==> config.mk <==
export PLATFORM = sky130hd
export DESIGN_NAME = ms_timer
export DESIGN_NICKNAME = d
export VERILOG_FILES = /design/src/rtl/ms_timer_pkg.sv /design/src/rtl/ms_prescaler.sv /design/src/rtl/ms_timer.sv
export SDC_FILE = /design/constraint.sdc
export NUM_CORES = 1
export LEC_CHECK = 0
export CORE_MARGIN = 2
export CORE_UTILIZATION = 45
export DETAILED_ROUTE_END_ITERATION = 10
export PLACE_DENSITY = 0.69
export SYNTH_ARGS = -nofsm -noshare
export SYNTH_HDL_FRONTEND = slang
export SYNTH_SLANG_ARGS = --single-unit
==> constraint.sdc <==
create_clock -name clk -period 5.51 [get_ports clk]
set_input_delay 1.102 -clock clk [delete_from_list [all_inputs] [get_ports clk]]
set_output_delay 1.102 -clock clk [all_outputs]
set_load 0.05 [all_outputs]
==> src/rtl/ms_timer_pkg.sv <==
// Shared timing definitions for the millisecond counter and the countdown timer.
package ms_timer_pkg;

  typedef enum logic {
    IDLE = 1'b0,
    RUN  = 1'b1
  } timer_state_t;

  // One tick definition for the whole timing subsystem.
  localparam int unsigned CLK_PER_MS_DEFAULT = 50000;

endpackage

==> src/rtl/ms_prescaler.sv <==
// Divides clk into 1 ms ticks; counts only while enabled, clear has priority.
module ms_prescaler
  import ms_timer_pkg::*;
#(
  parameter int unsigned CLK_PER_MS = CLK_PER_MS_DEFAULT
) (
  input  logic clk,
  input  logic reset,
  input  logic en,
  input  logic clr,
  output logic tick
);

  localparam int unsigned PRE_W = (CLK_PER_MS > 1) ? $clog2(CLK_PER_MS) : 1;
  localparam logic [PRE_W-1:0] PRE_MAX = PRE_W'(CLK_PER_MS - 1);

  logic [PRE_W-1:0] pre;

  // Tick is qualified by en so it only fires on a counting edge.
  assign tick = en && (pre == PRE_MAX) && !clr;

  always_ff @(posedge clk or negedge reset) begin
    if (!reset) begin
      pre <= '0;
    end else if (clr) begin
      pre <= '0;
    end else if (en) begin
      pre <= (pre == PRE_MAX) ? '0 : pre + PRE_W'(1);
    end
  end

endmodule

==> src/rtl/ms_timer.sv <==
// Programmable millisecond countdown timer with one-shot and auto-reload modes.
module ms_timer
  import ms_timer_pkg::*;
#(
  parameter int unsigned CLK_PER_MS = CLK_PER_MS_DEFAULT,
  parameter int unsigned CNT_W      = 32,
  parameter int unsigned EXP_W      = 16
) (
  input  logic             clk,
  input  logic             reset,
  input  logic             start,
  input  logic             stop,
  input  logic             periodic,
  input  logic [CNT_W-1:0] load_val,
  output logic [CNT_W-1:0] remaining,
  output logic             busy,
  output logic             expired,
  output logic [EXP_W-1:0] expire_cnt
);

  timer_state_t     state, state_d;
  logic [CNT_W-1:0] reload, reload_d, remaining_d;
  logic             mode, mode_d, expired_d;
  logic [EXP_W-1:0] expire_cnt_d;
  logic             pre_en, pre_clr, tick;

  assign pre_en  = (state == RUN);
  assign pre_clr = start | stop;

  ms_prescaler #(
    .CLK_PER_MS(CLK_PER_MS)
  ) u_prescaler (
    .clk  (clk),
    .reset(reset),
    .en   (pre_en),
    .clr  (pre_clr),
    .tick (tick)
  );

  // Next-state: stop beats start, start beats a coincident expiry tick.
  always_comb begin
    state_d      = state;
    reload_d     = reload;
    mode_d       = mode;
    remaining_d  = remaining;
    expired_d    = 1'b0;
    expire_cnt_d = expire_cnt;

    if (stop) begin
      state_d     = IDLE;
      remaining_d = '0;
    end else if (start) begin
      if (load_val != '0) begin
        state_d     = RUN;
        remaining_d = load_val;
        reload_d    = load_val;
        mode_d      = periodic;
      end else begin
        // Zero-length load expires immediately and never enters RUN.
        state_d      = IDLE;
        remaining_d  = '0;
        reload_d     = '0;
        mode_d       = 1'b0;
        expired_d    = 1'b1;
        expire_cnt_d = expire_cnt + EXP_W'(1);
      end
    end else if (state == RUN && tick) begin
      if (remaining <= CNT_W'(1)) begin
        expired_d    = 1'b1;
        expire_cnt_d = expire_cnt + EXP_W'(1);
        if (mode) begin
          remaining_d = reload;
        end else begin
          remaining_d = '0;
          state_d     = IDLE;
        end
      end else begin
        remaining_d = remaining - CNT_W'(1);
      end
    end
  end

  always_ff @(posedge clk or negedge reset) begin
    if (!reset) begin
      state      <= IDLE;
      reload     <= '0;
      mode       <= 1'b0;
      remaining  <= '0;
      busy       <= 1'b0;
      expired    <= 1'b0;
      expire_cnt <= '0;
    end else begin
      state      <= state_d;
      reload     <= reload_d;
      mode       <= mode_d;
      remaining  <= remaining_d;
      busy       <= (state_d == RUN);
      expired    <= expired_d;
      expire_cnt <= expire_cnt_d;
    end
  end

endmodule

After elaboration in Yosys (flattened, before gate mapping). Cells that the tools add are included.

Word-level logic and storage cells: 54. Flip-flop bits (word level): 99. Input port bits: 37.

Order comparisons: 1. Reduce and logical (&&, ||, !) cells: 13. $add $sub $neg: 3. Multiplexer cells: 25. Equality and inequality tests: 3. Bitwise operators: 2.

Operator list (count): $mux 32 (6); $mux 16 (7); $add 16x1->16 const B (2); $le 32x1->1 const B (1); $reduce_bool 32->1 (1); $sub 32x1->32 const B (1); $eq 16x16->1 const B (1); $mux 1 (12); $reduce_bool 2->1 (3); $reduce_bool 3->1 (2); $reduce_and 4->1 (1); $logic_and 1x1->1 (3); $ne 3x3->1 const B (1); $reduce_and 3->1 (1); $ne 2x2->1 const B (1); $reduce_and 2->1 (1); $logic_not 1->1 (1); $not 1->1 (1); $or 1x1->1 (1).

Longest topological paths before layout.
Depth after elaboration: 7. Gate-level depth with buffers: 10. Gate-level depth less buffers: 8.

Modules after synthesis. Synthesis repeated with hierarchy kept, for this count alone.

Cells, all modules: 518. Area total of the unflattened synthesis: 5143.7 um2.

By module, submodules not included: ms_timer (sequential area each 2077.0 um2, area an instance 4259.1 um2, cells each 424, times used 1); ms_prescaler (sequential area each 400.4 um2, area an instance 884.6 um2, cells each 94, times used 1).

Worst setup path after synthesis. Ideal clock, no wire load.

Path kind: input to register. From: input start. To: register remaining[13]. Setup time: 0.087 ns. Cell stages on the path: 8. Setup slack: 2.726 ns. Path buffers: 4. Required time: 5.423 ns. Arrival time: 2.697 ns. Cells stage by stage: clkbuf_1 nor2b_1 clkbuf_1 o21a_1 clkbuf_1 buf_1 nand2_1 o211ai_1.

Word-level cells in the longest chain between the ends: 5. Elaborated cells between the ends (all ways): 7.

RTL lines: from (decl) (line ms_timer.sv:11) `input logic start,`; $or 1x1->1 (line ms_timer.sv:28) `assign pre_clr = start | stop;`; $logic_not 1->1 (line ms_prescaler.sv:20) `assign tick = en && (pre == PRE_MAX) && !clr;`; $logic_and 1x1->1 (line ms_prescaler.sv:20); $logic_and 1x1->1 (line ms_timer.sv:67) `end else if (state == RUN && tick) begin`; $reduce_bool 3->1 (no source line); to (signal assigned) (line ms_timer.sv:96) `remaining <= remaining_d;`; to (decl) (line ms_timer.sv:15) `output logic [CNT_W-1:0] remaining,`.

Parallel ways exist; a longest one is shown, timed or not. A chain may end at the register's enable or synchronous reset.

Final worst setup path.
From: input start. To: register remaining[18].

Same word-level chain as after synthesis.

==> run summary <==
The flow ran to the end, and the final reports show no timing, DRC or antenna violations. The count of flip-flops with a built-in enable after synthesis is 0. The floorplan die width came out at 114 um.

The HPWL reported at the end of detailed placement came out at 11.33 mm. The initial cell density of the core came out at 45.71%. The number of setup buffers added after CTS is 0. The layout-stage area growth over the synthesis result is 22.52%. Sequential elements use 45.50% of the synthesized area. The H-tree generated during clock tree synthesis spans 3 levels. Of the total synthesized cell area, the portion taken by full adders, half adders and majority gates is 0.9191%. Setup slack on the worst reg-to-reg path comes out at 2.28 ns.

By area, the combinational part of the netlist is dominated by simple AND/OR/NAND/NOR gates. Before antenna repair, the detailed router went through 6 iterations. The number of buffers created by CTS is 9. Pin placement for this block handled 87 I/O pins.

The number of distinct library cells after synthesis came out at 57. The post-synthesis average cell area is 9.030 sq um. The net count of the finished layout is 705.

The worst register-to-register path begins at remaining[19]. In the synthesized netlist the dominant register cell turns out to be sky130_fd_sc_hd__dfrtp_1. The count of input and output buffers is 86. The worst setup path is launched from an input port.

The number of rows in the core area is 40. The critical path ends at remaining[18]. Setup repair after global routing left no endpoint under its margin. Along the worst path, the maximum fanout reaches 25.

The final clock period utilization by the worst path is 65.40%. The minimum clock period is 3.603 ns. Data on the critical path is required at its endpoint by 5.75 ns. Of the total power, the share spent switching nets is 30.15%. The worst-case IR drop observed on VDD is 184.2 uV. Across the run, the number of max-cap violations was 0. Per report_power, the clock group accounts for 36.6% of the total. The register clock-pin slew on the reported worst setup and hold paths came out at 0.07 ns. The area of the die is 0.01300 sq mm. The clock reaches the later pin of the worst-skew pair after 0.35 ns. The transition time at the pin with the least slew margin came out at 1.033 ns. Summed over all instances, the cell type with the most area after synthesis is sky130_fd_sc_hd__dfrtp_1.

The worst slew margin relative to its limit is 31.16%. Summing over every cut layer, the via total after detailed routing is 5,224. The gate count after technology mapping is 603. The setup TNS is 0 ns. After global routing the overflow that remains totals 0. The type of the most critical hold path is flip-flop to flip-flop.

The root buffer cell chosen for the clock tree is sky130_fd_sc_hd__clkbuf_16. The detailed router finished its first iteration with 543 violations. The number of non-filler instances in the completed layout is 816. Data arrives at the worst endpoint at 3.85 ns.

The total power per unit cell area is 279.5 mW/mm^2. The final setup skew is 0.009952 ns. Summing the areas of all and, or, nand and nor instances in the mapped netlist gives 25.41% of the synthesized area. The worst setup path is captured at a flip-flop. The end of the worst register-to-register path is remaining[3]. The area fraction in compound gates after synthesis came out at 18.66%. The logic gate share of total power is 18.0%. Cell internal power was estimated by the tool at 1.302 mW.

Measured against the total synthesized area, the mux share comes to 0%. The global router's overall resource usage came out at 26.26%. The fraction of synthesis flops using an asynchronous set or reset pin is 100.0%. The number of cells on the worst reg-to-reg path is 7.

Summed over all nets, the switching power comes to 0.5622 mW. The number of pins with negative max-slew slack in the final report came to 0. The number of global-route vias before repair came to 4,976. The worst setup path startpoint is start. The number of nets still failing antenna checks after routing came out at 0. Once placement completed, the tool counted placed cells totaling 800. The wire length after detailed routing is 16.58 mm. Sorting the synthesized cells by area gives the leading types as sky130_fd_sc_hd__dfrtp_1, sky130_fd_sc_hd__nand2_1, sky130_fd_sc_hd__nor2_1. The analysis attributes to cell leakage a power of 2.785 nW. In the post-synthesis netlist, the cell with the most instances is sky130_fd_sc_hd__dfrtp_1. The number of endpoints failing setup at the final stage is 0. The final RePlAce weighted congestion is 0.9269.

The region available for standard cell placement spans 0.01191 sq mm. The maximum number of pins on one net before global-route repair is 59. The repair_antennas step left the layout with diodes totalling 0. The sequential share of power came out at 45.3%. The maximum clock frequency came out at 277.5 MHz. The wire length of the first global-routing pass came out at 26.80 mm.

The via density per instance is 6.402. The routed wirelength normalized by instance count is 20.32 um. The initial antenna violation count came out at 0. The share of cells above drive strength 1 came out at 5.680%. The clock net sink count is 99. The register bit count reported by yosys is 99. The start-to-end type of the worst setup path is input port to flip-flop. The clock tree from TritonCTS is built.

By count the netlist is led by sky130_fd_sc_hd__dfrtp_1, sky130_fd_sc_hd__nand2_1, sky130_fd_sc_hd__nor2_1. The post-CTS resize count came out at 0. The portion of synthesized cell area occupied by the leading cell type came out at 45.50%. The number of buffers between clock root and the deepest sink is 2. The number of nets handed over by synthesis was 644. The synthesis warning total came out at 0.

The total count of hold-check failures in the final report came to 0. After synthesis the cells add up to 0.005445 sq mm. The count of unresolved DRC violations after routing came out at 0. After clock tree synthesis, the flow added hold-fix buffers numbering 0. The height of the die is 114 um. The synthesized netlist devotes 5.790% of its cell area to XOR and XNOR gates.
[state kept, by name, summed over array words and instances, names as in the netlist]
name and cells:
remaining 32, reload 32, mode 1, u_prescaler.pre 16, expire_cnt 16, expired 1, pre_en 1
[worst max-delay path: stages]
cell,delay (ns)
sky130_fd_sc_hd__clkdlybuf4s50_1,0.70
sky130_fd_sc_hd__nor2b_1,0.68
sky130_fd_sc_hd__o21a_1,0.67
sky130_fd_sc_hd__buf_4,0.41
sky130_fd_sc_hd__a222oi_1,0.16
sky130_fd_sc_hd__o31ai_1,0.11
[power by group through the flow]
stage          sequential (mW)  combinational [mW]  clock [mW]
2_1_floorplan            0.894               0.152           0
3_3_place_gp             0.854               0.329           0
3_5_place_dp             0.855               0.334           0
4_1_cts                  0.843               0.335       0.697
5_1_grt                  0.851               0.361       0.728
6_report                 0.845               0.336       0.683
[stage by stage]
step	area (sq um)	power, mW	util (%)	hold slack [ns]	setup slack (ns)
after floorplan	5445	1.047	-	0.4381	2.726
after global placement	6352	1.183	53.33	0.4527	1.658
after detailed placement	6352	1.189	53.33	0.4615	1.598
after CTS	6671	1.875	56.01	0.4728	1.975
after global routing	6671	1.940	56.01	0.5042	1.759
final	6671	1.865	56.01	0.4636	1.907
[cell type report]
type | instances | area, sq um
Fill cell | 1106 | 5240
Multi-Input combinational cell | 456 | 2765
Sequential cell | 99 | 2477
Timing Repair Buffer | 92 | 903.4
Clock buffer | 10 | 229.0
Tap cell | 147 | 183.9
Clock inverter | 6 | 90.09
Inverter | 6 | 22.52
[routing by layer]
| metal | GRT usage (%) | up-vias | share of wire (%) |
|---|---|---|---|
| met1 | 37.05 | 2591 | 44 |
| met5 | 0 | - | 0 |
| met3 | 6.057 | 35 | 7.5 |
| li1 | - | 2353 | - |
| met2 | 40.04 | 245 | 47 |
| met4 | 8.780 | 0 | 2.2 |
[cells by family after synthesis]
kind of cell	count (synthesis)
fa+ha+maj	4
buf+inv	48
simple gates	267
flops	99
xor+xnor	36
compound gates	149
[worst min path at each step]
stage | start | end | slack (ns) | depth (start not counted)
global placement | reload[7] | reload[7] | 0.45 | 2
finish | expire_cnt[15] | expire_cnt[15] | 0.46 | 1
detailed placement | reload[21] | reload[21] | 0.46 | 2
global route | reload[17] | reload[17] | 0.50 | 2
floorplan | reload[3] | reload[3] | 0.44 | 2
CTS | expire_cnt[15] | expire_cnt[15] | 0.47 | 1
[cells in the final DEF, fill, tap and decap left out, types with 19 or more instances in the layout]
master,instances
sky130_fd_sc_hd__a21oi_1,21
sky130_fd_sc_hd__nor2_1,45
sky130_fd_sc_hd__o21ai_0,33
sky130_fd_sc_hd__dfrtp_1,99
sky130_fd_sc_hd__nand2_1,94
sky130_fd_sc_hd__nor3_1,19
sky130_fd_sc_hd__nor4_1,20
sky130_fd_sc_hd__a22o_1,19
sky130_fd_sc_hd__clkdlybuf4s50_1,85
sky130_fd_sc_hd__a31oi_1,22
(Power assumes the default switching activity.)
